**src/rtl/c16_mem_pkg.sv**
```systemverilog
// Shared encodings for the C16 SDRAM command-port arbiter.
package c16_mem_pkg;

  // SDRAM controller command encoding; 2'd3 is reserved and never issued.
  localparam logic [1:0] MEM_RD  = 2'd0;
  localparam logic [1:0] MEM_WR  = 2'd1;
  localparam logic [1:0] MEM_REF = 2'd2;

  typedef enum logic [1:0] {
    StIdle,
    StIssue,
    StWait,
    StAck
  } arb_state_e;

  typedef enum logic [1:0] {
    SEL_NONE,
    SEL_REF,
    SEL_DL,
    SEL_CPU
  } sel_e;

endpackage

```
**src/rtl/c16_refresh_timer.sv**
```systemverilog
// Refresh interval counter plus saturating refresh-debt counter.
module c16_refresh_timer #(
  parameter int unsigned REFRESH_INTERVAL = 390
) (
  input  logic       clk,
  input  logic       reset_n,
  input  logic       refresh_done,
  output logic [3:0] debt
);

  localparam int unsigned CntW = (REFRESH_INTERVAL > 1) ? $clog2(REFRESH_INTERVAL) : 1;

  logic [CntW-1:0] cnt_q, cnt_d;
  logic [3:0]      debt_q, debt_d;
  logic            wrap;

  // Next-state: wrap adds debt, a completed refresh pays one off; both together cancel.
  always_comb begin
    wrap   = (cnt_q == CntW'(REFRESH_INTERVAL - 1));
    cnt_d  = wrap ? '0 : cnt_q + 1'b1;
    debt_d = debt_q;
    if (wrap && !refresh_done) begin
      if (debt_q != 4'hf) debt_d = debt_q + 4'd1;
    end else if (refresh_done && !wrap) begin
      if (debt_q != 4'h0) debt_d = debt_q - 4'd1;
    end
  end

  // State registers.
  always_ff @(posedge clk or negedge reset_n) begin
    if (!reset_n) begin
      cnt_q  <= '0;
      debt_q <= '0;
    end else begin
      cnt_q  <= cnt_d;
      debt_q <= debt_d;
    end
  end

  assign debt = debt_q;

endmodule

```
**src/rtl/c16_sdram_arb.sv**
```systemverilog
// Arbitrates the SDRAM controller command port between download, CPU/TED and refresh.
module c16_sdram_arb
  import c16_mem_pkg::*;
#(
  parameter int unsigned ADDR_W           = 25,
  parameter int unsigned REFRESH_INTERVAL = 390,
  parameter int unsigned DEBT_MAX         = 8
) (
  input  logic              clk,
  input  logic              reset_n,
  input  logic              dl_req,
  input  logic [ADDR_W-1:0] dl_addr,
  input  logic [7:0]        dl_data,
  output logic              dl_ack,
  input  logic              cpu_req,
  input  logic              cpu_we,
  input  logic [ADDR_W-1:0] cpu_addr,
  input  logic [7:0]        cpu_din,
  output logic [7:0]        cpu_dout,
  output logic              cpu_ack,
  output logic              mem_req,
  output logic [1:0]        mem_op,
  output logic [ADDR_W-1:0] mem_addr,
  output logic [7:0]        mem_din,
  input  logic [7:0]        mem_dout,
  input  logic              mem_ready,
  output logic [3:0]        refresh_debt
);

  arb_state_e        state_q, state_d;
  sel_e              sel_q, sel_d;
  logic [1:0]        op_q, op_d;
  logic [ADDR_W-1:0] addr_q, addr_d;
  logic [7:0]        din_q, din_d;
  logic [7:0]        cpu_dout_q, cpu_dout_d;
  logic [3:0]        debt;
  logic              refresh_done;
  logic              debt_urgent;

  assign refresh_done = (state_q == StWait) && (sel_q == SEL_REF) && mem_ready;
  assign debt_urgent  = (32'(debt) >= DEBT_MAX);

  c16_refresh_timer #(
    .REFRESH_INTERVAL(REFRESH_INTERVAL)
  ) u_refresh_timer (
    .clk         (clk),
    .reset_n     (reset_n),
    .refresh_done(refresh_done),
    .debt        (debt)
  );

  // Next-state: priority arbitration in IDLE, then issue / wait / ack sequencing.
  always_comb begin
    state_d    = state_q;
    sel_d      = sel_q;
    op_d       = op_q;
    addr_d     = addr_q;
    din_d      = din_q;
    cpu_dout_d = cpu_dout_q;
    unique case (state_q)
      StIdle: begin
        if (debt_urgent) begin
          sel_d   = SEL_REF;
          op_d    = MEM_REF;
          addr_d  = '0;
          din_d   = '0;
          state_d = StIssue;
        end else if (dl_req) begin
          sel_d   = SEL_DL;
          op_d    = MEM_WR;
          addr_d  = dl_addr;
          din_d   = dl_data;
          state_d = StIssue;
        end else if (cpu_req) begin
          sel_d   = SEL_CPU;
          op_d    = cpu_we ? MEM_WR : MEM_RD;
          addr_d  = cpu_addr;
          din_d   = cpu_din;
          state_d = StIssue;
        end else if (debt != 4'h0) begin
          sel_d   = SEL_REF;
          op_d    = MEM_REF;
          addr_d  = '0;
          din_d   = '0;
          state_d = StIssue;
        end
      end
      StIssue: state_d = StWait;
      StWait: begin
        if (mem_ready) begin
          if (sel_q == SEL_CPU && op_q == MEM_RD) cpu_dout_d = mem_dout;
          state_d = StAck;
        end
      end
      StAck:   state_d = StIdle;
      default: state_d = StIdle;
    endcase
  end

  // State and latched-transaction registers.
  always_ff @(posedge clk or negedge reset_n) begin
    if (!reset_n) begin
      state_q    <= StIdle;
      sel_q      <= SEL_NONE;
      op_q       <= '0;
      addr_q     <= '0;
      din_q      <= '0;
      cpu_dout_q <= '0;
    end else begin
      state_q    <= state_d;
      sel_q      <= sel_d;
      op_q       <= op_d;
      addr_q     <= addr_d;
      din_q      <= din_d;
      cpu_dout_q <= cpu_dout_d;
    end
  end

  assign mem_req      = (state_q == StIssue);
  assign dl_ack       = (state_q == StAck) && (sel_q == SEL_DL);
  assign cpu_ack      = (state_q == StAck) && (sel_q == SEL_CPU);
  assign mem_op       = op_q;
  assign mem_addr     = addr_q;
  assign mem_din      = din_q;
  assign cpu_dout     = cpu_dout_q;
  assign refresh_debt = debt;

endmodule

```
**config.mk**
```make
export PLATFORM = sky130hd
export DESIGN_NAME = c16_sdram_arb
export DESIGN_NICKNAME = d
export VERILOG_FILES = /design/src/rtl/c16_mem_pkg.sv /design/src/rtl/c16_refresh_timer.sv /design/src/rtl/c16_sdram_arb.sv
export SDC_FILE = /design/constraint.sdc
export NUM_CORES = 1
export LEC_CHECK = 0
export ABC_AREA = 1
export CAP_MARGIN = 10
export CORE_MARGIN = 1.5
export CORE_UTILIZATION = 50
export CTS_CLUSTER_SIZE = 12
export DETAILED_ROUTE_END_ITERATION = 8
export DONT_BUFFER_PORTS = 1
export SLEW_MARGIN = 20
export SYNTH_ARGS = -nofsm -noshare
export SYNTH_HDL_FRONTEND = slang
export SYNTH_SLANG_ARGS = --single-unit
```
**constraint.sdc**
```tcl
create_clock -name clk -period 2.8 [get_ports clk]
set_input_delay 0.14 -clock clk [delete_from_list [all_inputs] [get_ports clk]]
set_output_delay 0.14 -clock clk [all_outputs]
set_load 0.02 [all_outputs]
```
# Word-level counts from Yosys, hierarchy flattened
# Index checks and enable logic that the tools add are counted.
# totals
output_inout_bits	50
input_bits	80
regBits	60
# op_classes
magnitude_cmp	1
muxes	27
eq_ne	11
n_addsub	3
n_reduce_logical	19
# ops
op	n
2-to-1 mux 25 bit	4
2-to-1 mux 8 bit	4
2-to-1 mux 2 bit	12
2-to-1 mux 4 bit	4
adder 9 x 1 -> 9 bit (second input constant)	1
equality test 9 bit (second input constant)	1
2-to-1 mux 9 bit	1
equality test 2 bit (second input constant)	4
case mux 2 bit (4 select lines)	1
nonzero test 4 bit	2
logical AND 1 bit	7
AND reduction 3 bit	2
!= test 5 bit (second input constant)	1
adder 4 x 1 -> 4 bit (second input constant)	1
equality test 2 x 1 -> 1 bit (second input constant)	2
>= comparator 4 bit (second input constant)	1
logical NOT 2 bit	2
!= test 2 bit (second input constant)	2
!= test 4 bit (second input constant)	1
AND reduction 2 bit	2
nonzero test 2 bit	2
subtractor 4 x 1 -> 4 bit (second input constant)	1
logical NOT 1 bit	2
2-to-1 mux 1 bit	1

# Longest topological paths before layout
# Gate-level depths: netlist of the first run.
# logic_depth
ltp_word	7
depth_mapped	15
mapped_depth_nobuf	15

# By module
# Synthesis of the first run repeated with hierarchy kept, for this count alone.
# unflattened
cells_unflattened	441
area_unflattened_um2	3422.0
# by_module_without_submodules
mod	instances	cells_per_inst	area_per_inst_um2	seq_area_each_um2
c16_sdram_arb	1	337	2616.3	1176.1
c16_refresh_timer	1	104	805.8	325.3

# Worst setup path before layout of the first run
# No wires, ideal clock.
# synth_path
kind	register to register
start	register state_q[0]
end	register u_refresh_timer.debt_q[3] (netlist: u_refresh_timer.debt[3])
required_time_ns	2.682
setup_slack_ns	0.842
path_stages_with_launch	16
synth_period_minus_slack_ns	1.958
arrival_time_ns	1.840
setup_time_ns	0.118
n_path_buf	0
path_cell_list	dfrtp_1 -> inv_1 -> ha_1 -> nand2_1 -> inv_1 -> nand2_1 -> nand3_1 -> ha_1 -> nand2_1 -> nand2_1 -> nor2_1 -> inv_1 -> nand2_1 -> nand3_1 -> nand2_1 -> nand2_1
# synth_via
elab_chain_len	7
elab_cells_between_ends	11
cone_classes	eq/ne: 2; mux: 1; reduce/logical: 8
# synth_rtl
item	line_no	text
start, declared	c16_sdram_arb.sv:30	arb_state_e state_q, state_d;
start signal, assigned	c16_sdram_arb.sv:103	state_q <= StIdle;
start signal, assigned	c16_sdram_arb.sv:110	state_q <= state_d;
equality test 2 bit (*)	c16_sdram_arb.sv:40	assign refresh_done = (state_q == StWait) && (sel_q == SEL_REF) && mem_ready;
logical AND 1 bit (*) (2 in a row)	c16_sdram_arb.sv:40	
logical NOT 1 bit	c16_refresh_timer.sv:22	if (wrap && !refresh_done) begin
logical AND 1 bit	c16_refresh_timer.sv:22	
!= test 2 bit (no source line) / nonzero test 2 bit (equally long branches)	--	
AND reduction 3 bit (no source line)	--	
end signal, assigned	c16_refresh_timer.sv:36	debt_q <= debt_d;
end, declared	c16_refresh_timer.sv:14	logic [3:0] debt_q, debt_d;
# Every way passes the cells marked *; elsewhere a longest branch is shown, timed or not.
# A chain may end at the register's enable or synchronous reset.

# Worst setup path after layout of the first run
# layout_path
start	register u_refresh_timer.debt_q[0] (netlist: u_refresh_timer.debt[0])
end	register addr_q[15] (netlist: mem_addr[15])
# layout_via
elab_chain_len	3
elab_cells_between_ends	5
cone_classes	order compare: 1; mux: 1; reduce/logical: 3
# layout_rtl
item	line_no	text
>= comparator 4 bit / nonzero test 4 bit (equally long branches)	c16_sdram_arb.sv:41, c16_sdram_arb.sv:80	
nonzero test 4 bit (no source line)	--	
AND reduction 2 bit (no source line)	--	
end signal, assigned	c16_sdram_arb.sv:113	addr_q <= addr_d;
end, declared	c16_sdram_arb.sv:33	logic [ADDR_W-1:0] addr_q, addr_d;
# Several ways; a longest one is shown, not always the timed one.

==> metrics, run 1 <==
CP max-delay cell=dlygate4sd3_1; clock skew=a little under 0.009 ns; Comb pwr share=0.366; Design Area, Final=4060 sq um; share of layout cells above drive strength 1=0.0894; VDD IR max=0.599 mV; Critical Path AT=between 2 and 3 ns; Vias=between 2k and 3k; core area=around 6000 sq um; Filler cells=a little under 500; Die H=approximately 82 um; Total GRT Usage=0.247; CP Data Required Time=~3 ns; first-pass GRT wire length=12400 um; Post-Synthesis Cells=about 360; CTS max path bufs=2; f_max=0.427 GHz; DRC=0; Clock transition at path regs=0.07 ns; I/O Pins=130; Hold WC Path Type=in -> reg; die area=roughly 6700 sq um; PwrDens=about 1100 nW/um^2; synth unique cells=29; Setup crit end kind=flop; RSZ-0062 raised after global routing=no; Final Max Tran Viols=0; later-pin clock latency in the skew report=0.33 ns; Period Utilization, post-route=0.837; syn_nets=445; htree depth=3; number of buffers created by CTS=9; Hold Fails Final Rpt=0; DR vias/cell=between 5 and 6; cell family with most CP delay=buffers and inverters; Setup crit start kind=flop; row count=28; Final Core Density=0.682; delay of the slowest critical-path stage=approximately 0.58 ns; Synth Flop Type=dfrtp_1; Root Buffer=clkbuf_8; final estimated routing congestion in global placement=0.834; commonest non-fill, non-tap cell in the layout=nand2_1; post-DP HPWL=roughly 4800 um; area of placed instances=between 3000 and 4000 sq um; WP buf/inv=3; DRT antenna net count=0; switching power=approximately 1.8 mW; wire length per cell=about 16 um; drt total wl=~8200 um; setup TNS=0 ns; r2r setup slk=between 0.4 and 0.5 ns; EDFF count, synth=0; DR iter-0 viols=between 100 and 150; Power Internal=~2.6 mW; P&R area growth vs syn=31.0%; final worst setup slack=0.457 ns; number of global-route vias before repair=2676; worst rel slew slack=0.546; Least-Margin Pin Slew=0.680 ns; Yosys reg bits=60; asr flop ratio synth=1.00; chip width=roughly 82 um; YS warnings=0; status=finished clean; static leakage=around 1.8 nW; most frequent cells in the layout=nand2_1, dlygate4sd3_1, dfrtp_1; nets@finish=509; Initial Util=0.521; Reg power frac=0.440; crit-path cells=nor2_2, nand4_4, nand2_4, inv_2, buf_12, nand3_1, o211ai_1, dlygate4sd3_1; final setup fails=0; sequential fraction of the synthesis area=0.484; crit path kind=reg -> reg; GRT Residual Overflow=0; minimum period implied by the final worst setup slack=2.34 ns; clk sinks=60; Mean Syn Cell Area=around 8.7 sq um; maxcap violations=0; Mapped Area=~3100 sq um; antenna cell count=0; DP Worst Slack=approximately 0.66 ns; postcts setup bufs=0; switch share=0.412; clock group share of total power=0.194; Initial DRT Pass Iterations=4; Max FO, Critical Path=56; largest net degree at the start of global routing=61; initial antenna violation count=0; number of port buffers=0; CTS tree=done
## kinds of logic (layout without fill, tap and decap cells)
logic type,count (synthesis),count (layout),synth area share
AND/OR/NAND/NOR,171,171,0.256
adder cells (fa/ha/maj),9,9,0.0387
XOR/XNOR,3,3,0.00847
flip-flops,60,60,0.484
buffers and inverters,55,124,0.0786
AO/OA/AOI/OAI,58,58,0.135
## through the flow
stage,instances,total power [mW],hold slack [ns]
after floorplan,356,2.80,-0.156
after global routing,500,4.69,0.0129
after global placement,413,3.02,-0.154
after CTS,500,4.38,0.00101
final,500,4.38,0.0123
after detailed placement,413,3.06,-0.154
## layer usage
metal  vias up  share of wire  global-route usage
li1       1344              -                   -
met1      1301           0.43               0.307
met2       108           0.50               0.416
met3         2          0.076              0.0578
met4         0         0.0033              0.0949
met5         -              0                   0
## Yosys cell counts, types with 2 or more instances
cell	count	area share
a21oi_1	5	0.0081
a31oi_1	15	0.030
a31oi_2	10	0.040
buf_2	6	0.0097
buf_4	4	0.0097
buf_6	2	0.0073
clkbuf_1	10	0.012
dfrtp_1	60	0.48
ha_1	8	0.032
inv_1	30	0.036
inv_2	3	0.0036
nand2_1	72	0.087
nand3_1	18	0.029
nand4_1	36	0.073
nor2_1	39	0.047
nor2_2	2	0.0040
o211ai_1	9	0.022
o21a_1	2	0.0048
o21ai_0	14	0.023
xnor2_1	2	0.0056
## power by group through the flow
stage	Combinational, mW	Clock, mW	Sequential [mW]
CTS	1.58	0.874	1.93
floorplan	0.977	0	1.83
finish	1.60	0.850	1.93
global route	1.80	0.914	1.98
detailed placement	1.11	0	1.94
global placement	1.08	0	1.94
## cell type report
class / count / area, sq um / share of cell area
Multi-Input combinational cell: 241 / 1360 / 0.334
Inverter: 33 / 124 / 0.0305
Clock inverter: 5 / 75.1 / 0.0185
Timing Repair Buffer: 75 / 771 / 0.190
Clock buffer: 11 / 141 / 0.0348
Sequential cell: 60 / 1500 / 0.369
Tap cell: 75 / 93.8 / 0.0231
## flip-flops by register name, indices dropped and copies added, names as in the netlist
| name | flops |
|---|---|
| mem_din | 8 |
| state_q | 2 |
| mem_addr | 25 |
| u_refresh_timer.cnt_q | 9 |
| mem_op | 2 |
| sel_q | 2 |
| u_refresh_timer.debt | 4 |
| cpu_dout | 8 |
## final timing paths
kind,start,end,cells after the start
max reg2reg,u_refresh_timer.debt[0]$_DFFE_PN0P_,mem_addr[15]$_DFFE_PN0P_,8
min,cpu_addr[22],mem_addr[22]$_DFFE_PN0P_,2
max,u_refresh_timer.debt[0]$_DFFE_PN0P_,mem_addr[15]$_DFFE_PN0P_,8
max in group asynchronous,reset_n,state_q[0]$_DFFE_PN0P_,2
min in group asynchronous,reset_n,u_refresh_timer.debt[1]$_DFFE_PN0P_,2
min reg2reg,u_refresh_timer.cnt_q[0]$_DFF_PN0_,u_refresh_timer.cnt_q[0]$_DFF_PN0_,1
## repair_timing
item / CTS / global route
hold buffers: 71 / 0
endpoints found under the hold margin: 101 / 0
resized for setup: 0 / 0
Note: power is estimated with default switching activity, not from simulation.
==> run 2, diff against run 1 <==
- ABC_AREA: 1 -> 0
- clock period: 2.8 -> 2.3 ns (I/O delays scaled with it)
==> run 2 against run 1 <==
Critical path depth grew 2. Power grew 2.6%. Global-route usage shrank 1.5 points. Final area shrank 9.3%.
==> metrics, run 2 <==
Worst R2R Start=u_refresh_timer.cnt_q[1]$_DFF_PN0_ (was u_refresh_timer.debt[0]$_DFFE_PN0P_); DR iter-0 viols=105 (was 133); Hold Fails Final Rpt=0 (unchanged); top-area cell type share of the netlist area=0.531 (was 0.484); minimum period implied by the final worst setup slack=2.30 ns (was 2.34 ns); area of placed instances=3010 sq um (was 3120 sq um); FF-to-FF End=u_refresh_timer.debt[3]$_DFFE_PN0P_ (was mem_addr[15]$_DFFE_PN0P_); placed insts=335 (was 413); Area contributors post-synth=dfrtp_1, a221o_1, nor2_1, nand2_1, mux2_2 (was dfrtp_1, nand2_1, nand4_1, nor2_1, a31oi_2); Total GRT Usage=0.232 (was 0.247); YS warnings=0 (unchanged); I/O Pins=130 (unchanged); core area=5470 sq um (was 5960 sq um); GRT Residual Overflow=0 (unchanged); most frequent cells in the layout=dfrtp_1, dlygate4sd3_1, nor2_1 (was nand2_1, dlygate4sd3_1, dfrtp_1); main combinational cell family by area after synthesis=compound AO/OA/AOI/OAI gates (was simple AND/OR/NAND/NOR gates); post-DP HPWL=4300 um (was 4790 um); wire length per cell=16.9 um (was 16.4 um); status=finished clean (unchanged); multiplexer area fraction after synthesis=0.0433 (was 0); PwrDens=1220 nW/um^2 (was 1080 nW/um^2); Final Max Tran Viols=0 (unchanged); area leader, netlist=dfrtp_1 (unchanged); Mean Syn Cell Area=10.7 sq um (was 8.72 sq um); Root Buffer=clkbuf_8 (unchanged); DR vias/cell=5.67 (was 5.51); asr flop ratio synth=1.00 (unchanged); Initial Util=0.517 (was 0.521); Filler cells=430 (was 482); Post-Synth Adder-Cell Area=0.0425 (was 0.0387); share of layout cells above drive strength 1=0.162 (was 0.0894); count leader, synth=dfrtp_1 (was nand2_1); DP Worst Slack=0.0176 ns (was 0.663 ns); Yosys reg bits=60 (unchanged); Least-Margin Pin Slew=0.387 ns (was 0.680 ns); synth unique cells=37 (was 29); clock skew=0.00755 ns (was 0.00874 ns); sequential fraction of the synthesis area=0.531 (was 0.484); hold depth=3 (was 2); Max FO, Critical Path=3 (was 56); htree depth=3 (unchanged); syn_nets=354 (was 445); final worst setup slack=0.00146 ns (was 0.457 ns); DRT antenna net count=0 (unchanged); Synth Flop Type=dfrtp_1 (unchanged); commonest non-fill, non-tap cell in the layout=dfrtp_1 (was nand2_1); Setup crit start kind=flop (unchanged); Final Core Density=0.674 (was 0.682); chip width=78.2 um (was 81.8 um); EDFF count, synth=0 (unchanged); Post-Synthesis Cells=265 (was 356); Clock transition at path regs=0.07 ns (about the same); drt total wl=6730 um (was 8190 um); static leakage=1.62 nW (was 1.79 nW); initial antenna violation count=0 (unchanged); largest net degree at the start of global routing=61 (unchanged); final estimated routing congestion in global placement=0.789 (was 0.834); row count=27 (was 28); Setup crit end kind=flop (unchanged); number of port buffers=0 (unchanged); worst rel slew slack=0.741 (was 0.546); Worst Hold End=mem_din[3]$_DFFE_PN0P_ (was mem_addr[22]$_DFFE_PN0P_); r2r setup slk=0.001 ns (was 0.46 ns); HP Start=cpu_din[3] (was cpu_addr[22]); clk sinks=60 (unchanged); DRC=0 (unchanged); reg2reg path depth=10 (was 8); CTS max path bufs=2 (unchanged); post-synthesis xor/xnor area fraction=0.0217 (was 0.00847); antenna cell count=0 (unchanged); nets@finish=411 (was 509); Vias=2263 (was 2755); Finished Layout Cells=399 (was 500); max reg flops=25 (unchanged); Synth top cells by count=dfrtp_1, nor2_1, nand2_1, a221o_1 (was nand2_1, dfrtp_1, nor2_1, nand4_1, inv_1); Hold WC Path Type=in -> reg (unchanged); VDD IR max=0.613 mV (was 0.599 mV); number of global-route vias before repair=2182 (was 2676); Synth Area in Compound Gates=0.168 (was 0.135); Mapped Area=2830 sq um (was 3100 sq um); Critical Path AT=2.57 ns (was 2.55 ns); P&R area growth vs syn=30.3% (was 31.0%); first-pass GRT wire length=10800 um (was 12400 um); crit path kind=reg -> reg (unchanged); Synth Area in Simple Gates=0.161 (was 0.256); Initial DRT Pass Iterations=4 (unchanged); Die H=78.2 um (was 81.8 um); Period Utilization, post-route=0.999 (was 0.837); number of buffers created by CTS=9 (unchanged); CTS tree=done (unchanged); f_max=0.435 GHz (was 0.427 GHz); CP Data Required Time=2.57 ns (was 3.01 ns); final setup fails=0 (unchanged); setup TNS=0 ns (unchanged); Design Area, Final=3690 sq um (was 4060 sq um); maxcap violations=0 (unchanged); later-pin clock latency in the skew report=0.33 ns (about the same); RSZ-0062 raised after global routing=yes (was no); die area=6120 sq um (was 6690 sq um)
-- run 2: stage by stage --
stage          power, mW  hold WS (ns)
2_1_floorplan       3.19        -0.181
3_3_place_gp        3.53        -0.179
3_5_place_dp        3.56        -0.179
4_1_cts             4.49       0.00487
5_1_grt             4.79        0.0125
6_report            4.50        0.0238
-- run 2: power by group --
part	total, mW	internal, mW	switching [mW]
Clock	0.830	0.395	0.435
Sequential	2.16	1.45	0.705
Combinational	1.51	0.732	0.778
Total	4.50	2.58	1.92
-- run 2: how the worst max path moves through the flow --
| stage | start | end | slack, ns |
|---|---|---|---|
| global placement | u_refresh_timer.cnt_q[1]$_DFF_PN0_ | u_refresh_timer.debt[3]$_DFFE_PN0P_ | 0.08 |
| floorplan | u_refresh_timer.cnt_q[1]$_DFF_PN0_ | u_refresh_timer.debt[3]$_DFFE_PN0P_ | 0.0008 |
| finish | u_refresh_timer.cnt_q[1]$_DFF_PN0_ | u_refresh_timer.debt[3]$_DFFE_PN0P_ | 0.001 |
| global route | u_refresh_timer.cnt_q[1]$_DFF_PN0_ | u_refresh_timer.debt[3]$_DFFE_PN0P_ | -0.12 |
| CTS | u_refresh_timer.cnt_q[1]$_DFF_PN0_ | u_refresh_timer.debt[3]$_DFFE_PN0P_ | 0.001 |
| detailed placement | u_refresh_timer.cnt_q[1]$_DFF_PN0_ | u_refresh_timer.debt[3]$_DFFE_PN0P_ | 0.02 |
-- run 2: cell families after synthesis --
kind of cell               after synthesis
adders and majority gates                9
and+or+nand+nor                        104
DFF                                     60
xor gates and xnor gates                 7
AOI/OAI and AO/OA                       51
buffers and inverters                   23
muxes                                   11
-- run 2: cell type report --
| type | instances | area, sq um | area share |
|---|---|---|---|
| Sequential cell | 60 | 1500 | 0.407 |
| Multi-Input combinational cell | 182 | 1280 | 0.348 |
| Timing Repair Buffer | 62 | 611 | 0.166 |
| Clock buffer | 9 | 124 | 0.0336 |
| Tap cell | 72 | 90.1 | 0.0244 |
| Clock inverter | 7 | 51.3 | 0.0139 |
| Inverter | 7 | 26.3 | 0.00713 |
-- run 2: layer usage --
metal	global-route usage	part of all wire
met5	0	0
met4	0.116	0.012
met3	0.0663	0.074
met2	0.375	0.51
met1	0.285	0.41
-- run 2: critical path: stages (launching register included) --
cell	delay (ns)
dfrtp_1	0.40
inv_1	0.06
ha_1	0.13
or4b_4	0.47
nor2_4	0.15
nand2_4	0.07
ha_4	0.24
a21oi_2	0.14
nand2_1	0.09
or4_1	0.40
nand4_1	0.09
-- run 2: timing repair --
item / in CTS / in global routing
endpoints found under the hold margin: 101 / 0
gates resized for setup: 0 / 2
endpoints found under the setup margin: 0 / 1
hold buffers: 46 / 0
buffers inserted: 0 / 2
==> run 3, diff against run 2 <==
- CTS_BUF_LIST: not set -> sky130_fd_sc_hd__clkbuf_16
==> run 3 against run 2 <==
Die area unchanged. Maximum frequency barely moved. Sequential share of layout area down 0.77 points. Hold slack gained 0.012 ns. Clock power up 45%. First-iteration DRC count fell by 13%. Clock-buffer cell count unchanged. Final cell count fell by 0.75%. Critical path depth is the same. Critical path type unchanged. Highest routed layer unchanged.
==> metrics, run 3 (synthesis gave the netlist of run 2 again) <==
htree depth=3 (unchanged); CP max-delay cell=or4b_4 (unchanged); Setup crit start kind=flop (unchanged); number of global-route vias before repair=2180 (was 2182); DRT antenna net count=0 (unchanged); Total GRT Usage=0.230 (was 0.232); Critical Path AT=2.55 ns (was 2.57 ns); Final Core Density=0.687 (was 0.674); crit path kind=reg -> reg (unchanged); area of placed instances=3010 sq um (unchanged); Least-Margin Pin Slew=0.373 ns (was 0.387 ns); Power Total=4.86 mW (was 4.50 mW); I/O Pins=130 (unchanged); Hold Fails Final Rpt=0 (unchanged); Setup crit end kind=flop (unchanged); Clock transition at path regs=0.05 ns (was 0.07 ns); chip width=78.2 um (unchanged); worst rel slew slack=0.750 (was 0.741); delay of the slowest critical-path stage=0.47 ns (about the same); static leakage=1.66 nW (was 1.62 nW); Period Utilization, post-route=1.00 (was 0.999); later-pin clock latency in the skew report=0.32 ns (was 0.33 ns); crit-path cells=inv_1, ha_1, or4b_4, nor2_4, nand2_4, ha_4, a21oi_2, nand2_1, or4_1, nand4_1 (unchanged); initial antenna violation count=0 (unchanged); DR iter-0 viols=91 (was 105); maxcap violations=0 (unchanged); Vias=2264 (was 2263); clock skew=0.00427 ns (was 0.00755 ns); CTS max path bufs=2 (unchanged); VDD IR max=0.657 mV (was 0.613 mV); minimum period implied by the final worst setup slack=2.30 ns (about the same); wire length per cell=16.7 um (was 16.9 um); Design Area, Final=3760 sq um (was 3690 sq um); status=finished clean (unchanged); die area=6120 sq um (unchanged); GRT Residual Overflow=0 (unchanged); number of port buffers=0 (unchanged); Initial Util=0.517 (unchanged); nets@finish=408 (was 411); post-DP HPWL=4300 um (unchanged); Initial DRT Pass Iterations=4 (unchanged); core area=5470 sq um (unchanged); drt total wl=6610 um (was 6730 um); Hold WS=0.0360 ns (was 0.0238 ns); number of buffers created by CTS=9 (unchanged); final setup fails=0 (unchanged); DR vias/cell=5.72 (was 5.67); Hold WC Path Type=in -> reg (unchanged); PwrDens=1290 nW/um^2 (was 1220 nW/um^2); Root Buffer=clkbuf_16 (was clkbuf_8); final estimated routing congestion in global placement=0.789 (unchanged); commonest non-fill, non-tap cell in the layout=dfrtp_1 (unchanged); Die H=78.2 um (unchanged); Filler cells=430 (unchanged); f_max=0.435 GHz (about the same); RSZ-0062 raised after global routing=yes (unchanged); P&R area growth vs syn=32.8% (was 30.3%); DRC=0 (unchanged); Max FO, Critical Path=3 (unchanged); CTS tree=done (unchanged); most frequent cells in the layout=dfrtp_1, dlygate4sd3_1, nor2_1 (unchanged); first-pass GRT wire length=10700 um (was 10800 um); share of layout cells above drive strength 1=0.164 (was 0.162); Final Max Tran Viols=0 (unchanged); largest net degree at the start of global routing=61 (unchanged); row count=27 (unchanged); antenna cell count=0 (unchanged); clk sinks=60 (unchanged); max reg flops=25 (unchanged); WP buf/inv=1 (unchanged); CP Data Required Time=2.55 ns (was 2.57 ns); cell family with most CP delay=simple AND/OR/NAND/NOR gates (unchanged)
==> run 3: cell types whose count changed in the layout (fill, tap and decap cells not counted) <==
cell           change
clkbuf_16          +9
clkbuf_8           -9
dlygate4sd3_1      -3
==> run 3: cell type report <==
class	count	area, sq um	share of cell area
inverter	7	26.3	0.00699
tap	72	90.1	0.0240
multi-input combinational	182	1280	0.341
sequential	60	1500	0.400
clock buffer	9	225	0.0599
timing repair buffer	59	581	0.155
clock inverter	7	51.3	0.0137
==> run 3: tightest hold or removal path, delay by kind of cell <==
kind	cells	cell delay (ns)
AOI/OAI and AO/OA	1	0.10
and+or+nand+nor	2	0.10
==> run 3: report_power, final <==
part	switching (mW)	total (mW)	leakage, nW	internal, mW
registers	0.703	2.16	0.754	1.46
logic	0.773	1.50	0.769	0.728
clock network	0.471	1.20	0.132	0.732
total	1.95	4.86	1.66	2.92
==> run 3: layer usage <==
metal | GRT usage | part of all wire | up-vias | wire length, um
met2 | 0.364 | 0.50 | 93 | 3330
met5 | 0 | 0 | - | 0
li1 | - | - | 1066 | -
met1 | 0.285 | 0.41 | 1101 | 2720
met4 | 0.0821 | 0.0080 | 0 | 53
met3 | 0.0907 | 0.076 | 4 | 505
==> run 3: path summary, 6_finish.rpt <==
check                                              startpoint                                  end  slack [ns]  depth (start not counted)
min in group asynchronous                             reset_n                mem_op[0]$_DFFE_PN0P_        0.36                          2
min                                              cpu_addr[15]             mem_addr[15]$_DFFE_PN0P_        0.04                          3
max reg2reg                u_refresh_timer.cnt_q[1]$_DFF_PN0_  u_refresh_timer.debt[3]$_DFFE_PN0P_      0.0009                         10
min reg2reg                u_refresh_timer.cnt_q[0]$_DFF_PN0_   u_refresh_timer.cnt_q[0]$_DFF_PN0_        0.50                          1
max                        u_refresh_timer.cnt_q[1]$_DFF_PN0_  u_refresh_timer.debt[3]$_DFFE_PN0P_      0.0009                         10
max in group asynchronous                             reset_n  u_refresh_timer.debt[0]$_DFFE_PN0P_        1.69                          2
==> run 3: repair_timing <==
action                                  4_1_cts  5_1_grt
hold buffers                                 43        0
buffers inserted                              0        2
endpoints found under the hold margin       101        0
resized for setup                             0        2
endpoints found under the setup margin        0        1
==> run 3: metrics by stage <==
step,instances,setup TNS (ns),setup slack (ns)
after floorplan,265,0,0.000850
after CTS,394,0,0.00497
after detailed placement,335,0,0.0176
after global placement,335,0,0.0791
final,396,0,0.000948
after global routing,396,-0.125,-0.117
